[src/rtl/counter_pkg.sv]
// Shared definitions for the counter family: FSM state encoding and default width.
package counter_pkg;

    typedef enum logic [1:0] {
        IDLE,
        ARMED,
        RUN,
        DONE
    } state_t;

    localparam int unsigned DEFAULT_WIDTH = 4;

endpackage

[src/rtl/down_count_timer.sv]
// Loadable down-counting timer with valid/ready load port, one-cycle terminal-count
// pulse and optional auto-reload for periodic ticks.
module down_count_timer
    import counter_pkg::*;
#(
    parameter int unsigned WIDTH       = DEFAULT_WIDTH,
    parameter bit          AUTO_RELOAD = 1'b0
) (
    input  logic             clk,
    input  logic             clear_n,
    input  logic             load_valid,
    output logic             load_ready,
    input  logic [WIDTH-1:0] load_data,
    input  logic             start,
    input  logic             en,
    input  logic             abort,
    output logic [WIDTH-1:0] count_out,
    output logic             busy,
    output logic             tc
);

    state_t           state_q, state_d;
    logic [WIDTH-1:0] count_q, count_d;
    logic [WIDTH-1:0] reload_q, reload_d;
    logic [WIDTH-1:0] start_cnt;
    logic             tc_d;

    assign load_ready = (state_q != RUN);
    assign count_out  = count_q;

    always_ff @(posedge clk or negedge clear_n) begin
        if (!clear_n) begin
            state_q  <= IDLE;
            count_q  <= '0;
            reload_q <= '0;
            busy     <= 1'b0;
            tc       <= 1'b0;
        end else begin
            state_q  <= state_d;
            count_q  <= count_d;
            reload_q <= reload_d;
            busy     <= (state_d == RUN);
            tc       <= tc_d;
        end
    end

    always_comb begin
        state_d  = state_q;
        count_d  = count_q;
        reload_d = reload_q;
        tc_d     = 1'b0;
        // Restarting from DONE counts from the stored reload value, not the zeroed count.
        start_cnt = (state_q == DONE) ? reload_q : count_q;

        if (abort) begin
            state_d = IDLE;
            count_d = '0;
        end else if (load_valid && load_ready) begin
            state_d  = ARMED;
            count_d  = load_data;
            reload_d = load_data;
        end else if (start && (state_q == ARMED || state_q == DONE)) begin
            if (start_cnt == '0) begin
                state_d = DONE;
                count_d = '0;
                tc_d    = 1'b1;
            end else begin
                state_d = RUN;
                count_d = start_cnt;
            end
        end else if (state_q == RUN && en) begin
            if (count_q > WIDTH'(1)) begin
                count_d = count_q - WIDTH'(1);
            end else begin
                tc_d = 1'b1;
                if (AUTO_RELOAD && reload_q != '0) begin
                    count_d = reload_q;
                end else begin
                    count_d = '0;
                    state_d = DONE;
                end
            end
        end
    end

endmodule

[config.mk]
export PLATFORM = sky130hd
export DESIGN_NAME = down_count_timer
export DESIGN_NICKNAME = d
export VERILOG_FILES = /design/src/rtl/counter_pkg.sv /design/src/rtl/down_count_timer.sv
export SDC_FILE = /design/constraint.sdc
export NUM_CORES = 1
export LEC_CHECK = 0
export ABC_AREA = 0
export CAP_MARGIN = 10
export CORE_MARGIN = 3
export CORE_UTILIZATION = 48
export DETAILED_ROUTE_END_ITERATION = 8
export PLACE_DENSITY = 0.77
export SYNTH_ARGS = -nofsm -noshare
export SYNTH_HDL_FRONTEND = slang
export SYNTH_SLANG_ARGS = --single-unit
[constraint.sdc]
create_clock -name clk -period 1.7 [get_ports clk]
set_input_delay 0.17 -clock clk [delete_from_list [all_inputs] [get_ports clk]]
set_output_delay 0.17 -clock clk [all_outputs]
set_load 0.1 [all_outputs]
==> results of run 1 <==
==> power by group <==
group,internal (uW),switching [uW]
clock network,130,97.1
logic,136,173
registers,317,42.2
==> worst max path at each step <==
stage,start,endpoint,slack (ns),depth (start not counted)
floorplan,count_out[0],busy,-0.0006,6
global placement,start,count_out[3],0.08,5
detailed placement,start,count_out[3],0.03,5
CTS,state_q[1],count_out[3],0.15,4
global route,count_out[0],busy,0.02,6
finish,state_q[1],count_out[3],0.13,4
==> state kept, by name (all words and copies together) (netlist names) <==
name,cells
busy,1
count_out,4
reload_q,4
state_q,2
tc,1
==> through the flow <==
step            TNS [ns]  utilization  hold WS, ns  instance area (sq um)  total power (uW)
2_1_floorplan  -0.000617            -       -0.126                    769               553
3_3_place_gp           0        0.709        0.491                    992               663
3_5_place_dp           0        0.709        0.505                    992               672
4_1_cts                0        0.735        0.260                   1030               900
5_1_grt                0        0.735        0.282                   1030               936
6_report               0        0.735        0.248                   1030               895
==> area by class of cell <==
| type | instances | share of cell area |
|---|---|---|
| Clock buffer | 4 | 0.0353 |
| Timing Repair Buffer | 19 | 0.221 |
| Multi-Input combinational cell | 56 | 0.418 |
| Tap cell | 15 | 0.0182 |
| Sequential cell | 12 | 0.299 |
| Inverter | 2 | 0.00730 |
==> synthesized netlist by cell type (all sizes together) <==
library cell  number  share of area
o211ai             1         0.0099
mux2i              3          0.039
dfrtp             12           0.39
o31ai              1         0.0099
nor2b              2          0.016
and2               2          0.020
nand3              1         0.0066
inv                2         0.0099
ha                 2          0.033
a41o               1          0.013
mux2               5          0.074
o31a               1          0.011
a21oi              5          0.038
o21a               1         0.0099
o21ai              6          0.039
nor2               4          0.020
and3b              3          0.036
buf                3          0.031
nand3b             1         0.0099
and2b              1         0.0099
a2bb2oi            1          0.011
nand2b             2          0.026
a32oi              2          0.023
a22oi              3          0.030
nor3               1         0.0066
a2111oi            1          0.036
a211o              1          0.011
nand2              5          0.025
==> per-layer routing <==
metal / routed length (um) / vias up / GRT usage
met5: 0 / - / 0
met4: 21 / 0 / 0.0852
met3: 127 / 4 / 0.0237
met2: 854 / 37 / 0.316
met1: 754 / 325 / 0.264
li1: - / 313 / -
==> placed cells by master (no fill, tap or decap), drive strengths merged, types with 3 or more instances in the layout <==
cell	instances
and3b	3
o21ai	6
nor2	4
nand2	5
a21oi	5
clkbuf	4
a22oi	3
clkdlybuf4s50	9
mux2	5
mux2i	3
dfrtp	12
buf	10
==> cell families (layout without fill, tap and decap cells) <==
kind of cell / Yosys count / after routing / share of synthesized area
compound gates: 24 / 24 / 0.243
simple gates: 22 / 22 / 0.176
flops: 12 / 12 / 0.394
mux: 8 / 8 / 0.113
buf+inv: 5 / 25 / 0.0411
fa+ha+maj: 2 / 2 / 0.0328
==> results.cfg, run 1 <==
[run_status]
outcome = finished clean

[clock_tree]
clock_tree.buffer_depth = 2
clock_latency_on_the_worst_skew_pair_ns = 0.27
hold_buf_count_cts = 0
cts_resized = 0
h-tree-depth = 1
cts_sinks = 12
clock-root-buffer = clkbuf_4
cts_tree = yes
clkSlewWorstSetupHoldPaths_ns = 0.08
cts_made_buffers = 3
cts_post_setup_buffers_inserted = 0

[route]
antenna_violating_nets_post_route = 0
post-route-drc-count = 0
detail_route.iter0.violations = 36
first_pass_iters = 4
vias_per_cell = 6.29
vias = 679
finalWirelength_um = 1760
wire_per_inst_um = 16.3

[setup_path]
worst-path-max-fanout = 7
slowest_cp_cell = dfrtp_1
reg2reg_from = state_q[1]
worst-r2r-cell-count = 4
worst_ep_arrival_time_ns = 1.72
worstPathRequired_ns = 1.85
number_of_buffer_and_inverter_instances_along_the_worst_setup_path = 0
cp-start-kind = flip-flop
endpoint_kind = flip-flop
crit_path_category = flip-flop to flip-flop
rrSetupSlack_ns = 0.13
slowest_delay_ns = 0.50
cpLargestDelayFamily = flip-flops
critical_path.cell_chain = and3b_2 -> a2111oi_4 -> and2b_1 -> a21oi_1
crit-reg2reg-capture = count_out[3]

[place]
place.gp.congestion = 0.817
post-dp-hpwl_um = 1370
placement.setup.worst_slack_ns = 0.0292
place.port_buffers = 16
placed_cells = 104

[synth]
gate_count_of_the_mapped_netlist = 73
avgSynthCellArea_sq_um = 10.4
number_of_warnings_printed_during_yosys_synthesis = 0
synth_cell_types = 35
ys_ff_latch = 12
syn_area_sq_um = 762
synth_nets = 85
ys_seq_area_frac = 0.394

[cells_and_area]
fin_nets = 106
n_antenna_cell = 0
multi_input_gate_area_in_the_final_layout_sq_um = 430
layout_stage_area_growth_over_the_synthesis_result_pct = 35.0
final-seq-area_sq_um = 308
drive_gt1_frac = 0.301
finish.cell_count_without_fillers = 108
fillerInstances = 105

[grt]
antenna_found_initial = 0
via_count_of_the_first_global_routing_pass = 675
grt_max_degree = 13
grt_overflow = 0
grt_first_pass_wirelength_um = 3000
global_routing_usage_summed_across_all_routing_layers = 0.197

[timing]
min_period_over_period = 0.923
report.final.setup_viol = 0
finalClockSkew_ns = 0.00408
timing.final.crit_period_ns = 1.57
final-hold-violation-count = 0
postLayoutSetupSlackWorst_ns = 0.131
setup_repair_after_global_routing_missed_its_margin = false
tightest_slew_ns = 0.553
fmax_mhz = 637
slew_headroom = 0.630
timing_max_transition_violations_final = 0

[floorplan]
starting_utilization_of_the_core_area = 0.545
dieArea_sq_um = 2100
die_boundary_height_um = 45.8
die_width_um = 45.8
rows = 13
ios = 17
core_box_area_sq_um = 1400

[worst_hold_path]
timing.hold.worst.class = primary input to asynchronous set/reset pin

[job]
max_cap_violations = 0

[pwr]
power.leakage_uw = 0.000438
pd_cells_nw_per_um2 = 871
max-vdd-ir-drop_mv = 0.659
Note: power is estimated with default switching activity, not from simulation.
==> run 2, diff against run 1 <==
--- a/config.mk
+++ b/config.mk
@@ -7,6 +7,7 @@
 export LEC_CHECK = 0
 export ABC_AREA = 0
 export CAP_MARGIN = 10
+export CORE_ASPECT_RATIO = 1.1
 export CORE_MARGIN = 3
 export CORE_UTILIZATION = 48
 export DETAILED_ROUTE_END_ITERATION = 8
==> run 2 against run 1 <==
Compared with the run above: maximum frequency shrank 1.3%; global-route usage fell by 1.9 points; hold slack got worse by 0.012 ns; first-iteration DRC count fell by 33%; core utilization fell by 0.27 points; clock skew about the same; sequential share of layout area fell by 0.68 points; register-to-register slack lost 0.02 ns; cell area rose by 2.3%; flip-flop and latch count unchanged; critical path type unchanged; highest routed layer unchanged.
==> results.cfg, run 2 (synthesis results as in run 1) <==
[route]
detail_route.iter0.violations = 24
vias = 669
vias_per_cell = 6.03
first_pass_iters = 4
post-route-drc-count = 0
wire_per_inst_um = 16.4
finalWirelength_um = 1820
antenna_violating_nets_post_route = 0

[cells_and_area]
fillerInstances = 108
layout_stage_area_growth_over_the_synthesis_result_pct = 38.1
most-common-layout-cells = clkdlybuf4s50_1 (9), dfrtp_1 (8), buf_4 (7)
fin_nets = 108
finish.cell_count_without_fillers = 111
layout_commonest_cell = clkdlybuf4s50_1
drive_gt1_frac = 0.326
n_antenna_cell = 0

[setup_path]
worst-r2r-cell-count = 3
crit-reg2reg-capture = reload_q[0]
reg2reg_from = state_q[0]
crit_path_category = flip-flop to flip-flop
worstPathRequired_ns = 1.87
cp-start-kind = flip-flop
worst-path-max-fanout = 7
endpoint_kind = flip-flop
rrSetupSlack_ns = 0.11
worst_ep_arrival_time_ns = 1.76

[floorplan]
ios = 17
core_box_area_sq_um = 1440
die_width_um = 44.0
dieArea_sq_um = 2100
starting_utilization_of_the_core_area = 0.530
die_boundary_height_um = 47.8
rows = 14

[pwr]
design_power_total_uw = 907
power.leakage_uw = 0.000451
internal-power_uw = 587
power.sequential.fraction = 0.394
pd_cells_nw_per_um2 = 862
max-vdd-ir-drop_mv = 0.616
pwr-share-comb = 0.352
swShare = 0.353
netSwitchingPower_uw = 320
share_clk_of_total_power = 0.255

[timing]
setup_repair_after_global_routing_missed_its_margin = false
report.final.setup_viol = 0
timing.final.crit_period_ns = 1.59
slew_headroom = 0.643
fmax_mhz = 629
finalClockSkew_ns = 0.00359
timing_max_transition_violations_final = 0
final-hold-violation-count = 0
tightest_slew_ns = 0.534
min_period_over_period = 0.935

[grt]
grt_overflow = 0
global_routing_usage_summed_across_all_routing_layers = 0.178
grt_max_degree = 13
via_count_of_the_first_global_routing_pass = 580
grt_first_pass_wirelength_um = 2630
antenna_found_initial = 0

[clock_tree]
clkSlewWorstSetupHoldPaths_ns = 0.08
cts_made_buffers = 3
clock_latency_on_the_worst_skew_pair_ns = 0.28
clock_tree.buffer_depth = 2
clock-root-buffer = clkbuf_4
cts_post_setup_buffers_inserted = 0
h-tree-depth = 1
cts_tree = yes
cts_sinks = 12

[worst_hold_path]
timing.hold.worst.class = primary input to asynchronous set/reset pin

[place]
post-dp-hpwl_um = 1390
place.gp.congestion = 0.821
placed_cells = 107
place.port_buffers = 16

[run_status]
outcome = finished clean

[job]
max_cap_violations = 0
run 2: cell count changes in the layout (fill, tap and decap cells not counted), sizes merged:
cell	delta
buf	+2
run 2: through the flow:
step,TNS (ns),utilization,setup slack [ns],hold WS [ns],instance area (sq um)
CTS,0,0.727,0.102,0.260,1040
global placement,0,0.702,0.0930,0.491,1010
floorplan,-0.000617,-,-0.000617,-0.126,769
finish,0,0.733,0.111,0.236,1050
detailed placement,0,0.702,0.0244,0.498,1010
global route,0,0.733,0.0528,0.259,1050
run 2: area by class of cell:
| type | count | area [sq um] | area share |
|---|---|---|---|
| Multi-Input combinational cell | 56 | 438 | 0.416 |
| Clock buffer | 4 | 36.3 | 0.0345 |
| Tap cell | 16 | 20.0 | 0.0190 |
| Timing Repair Buffer | 21 | 243 | 0.231 |
| Sequential cell | 12 | 308 | 0.293 |
| Inverter | 2 | 7.51 | 0.00713 |
run 2: repair_timing:
item	in CTS	in global routing
resized for setup	0	1
endpoints found under the setup margin	0	2
hold buffers	0	0
run 2: metal layers:
layer,routed length [um],share of wire,GRT usage
met4,40,0.022,0.0964
met5,0,0,0
met3,77,0.042,0.0338
met2,916,0.50,0.294
met1,787,0.43,0.224
run 2: critical path, cell delays in order, from the launching register on:
cell      delay [ns]
dfrtp_1         0.47
nand2b_4        0.23
and3b_1         0.40
mux2_2          0.38
run 2: how the worst max path moves through the flow:
stage	start	end	slack (ns)
final	state_q[0]	reload_q[0]	0.11
after global placement	start	count_out[3]	0.09
after floorplan	count_out[0]	busy	-0.0006
after detailed placement	load_valid	count_out[3]	0.02
after CTS	count_out[0]	busy	0.10
after global routing	count_out[1]	busy	0.05
run 2: power groups by stage:
stage | Clock (uW) | Sequential [uW] | Combinational [uW]
5_1_grt | 256 | 362 | 335
2_1_floorplan | 0 | 429 | 125
4_1_cts | 232 | 357 | 314
6_report | 231 | 357 | 319
3_5_place_dp | 0 | 363 | 313
3_3_place_gp | 0 | 360 | 305
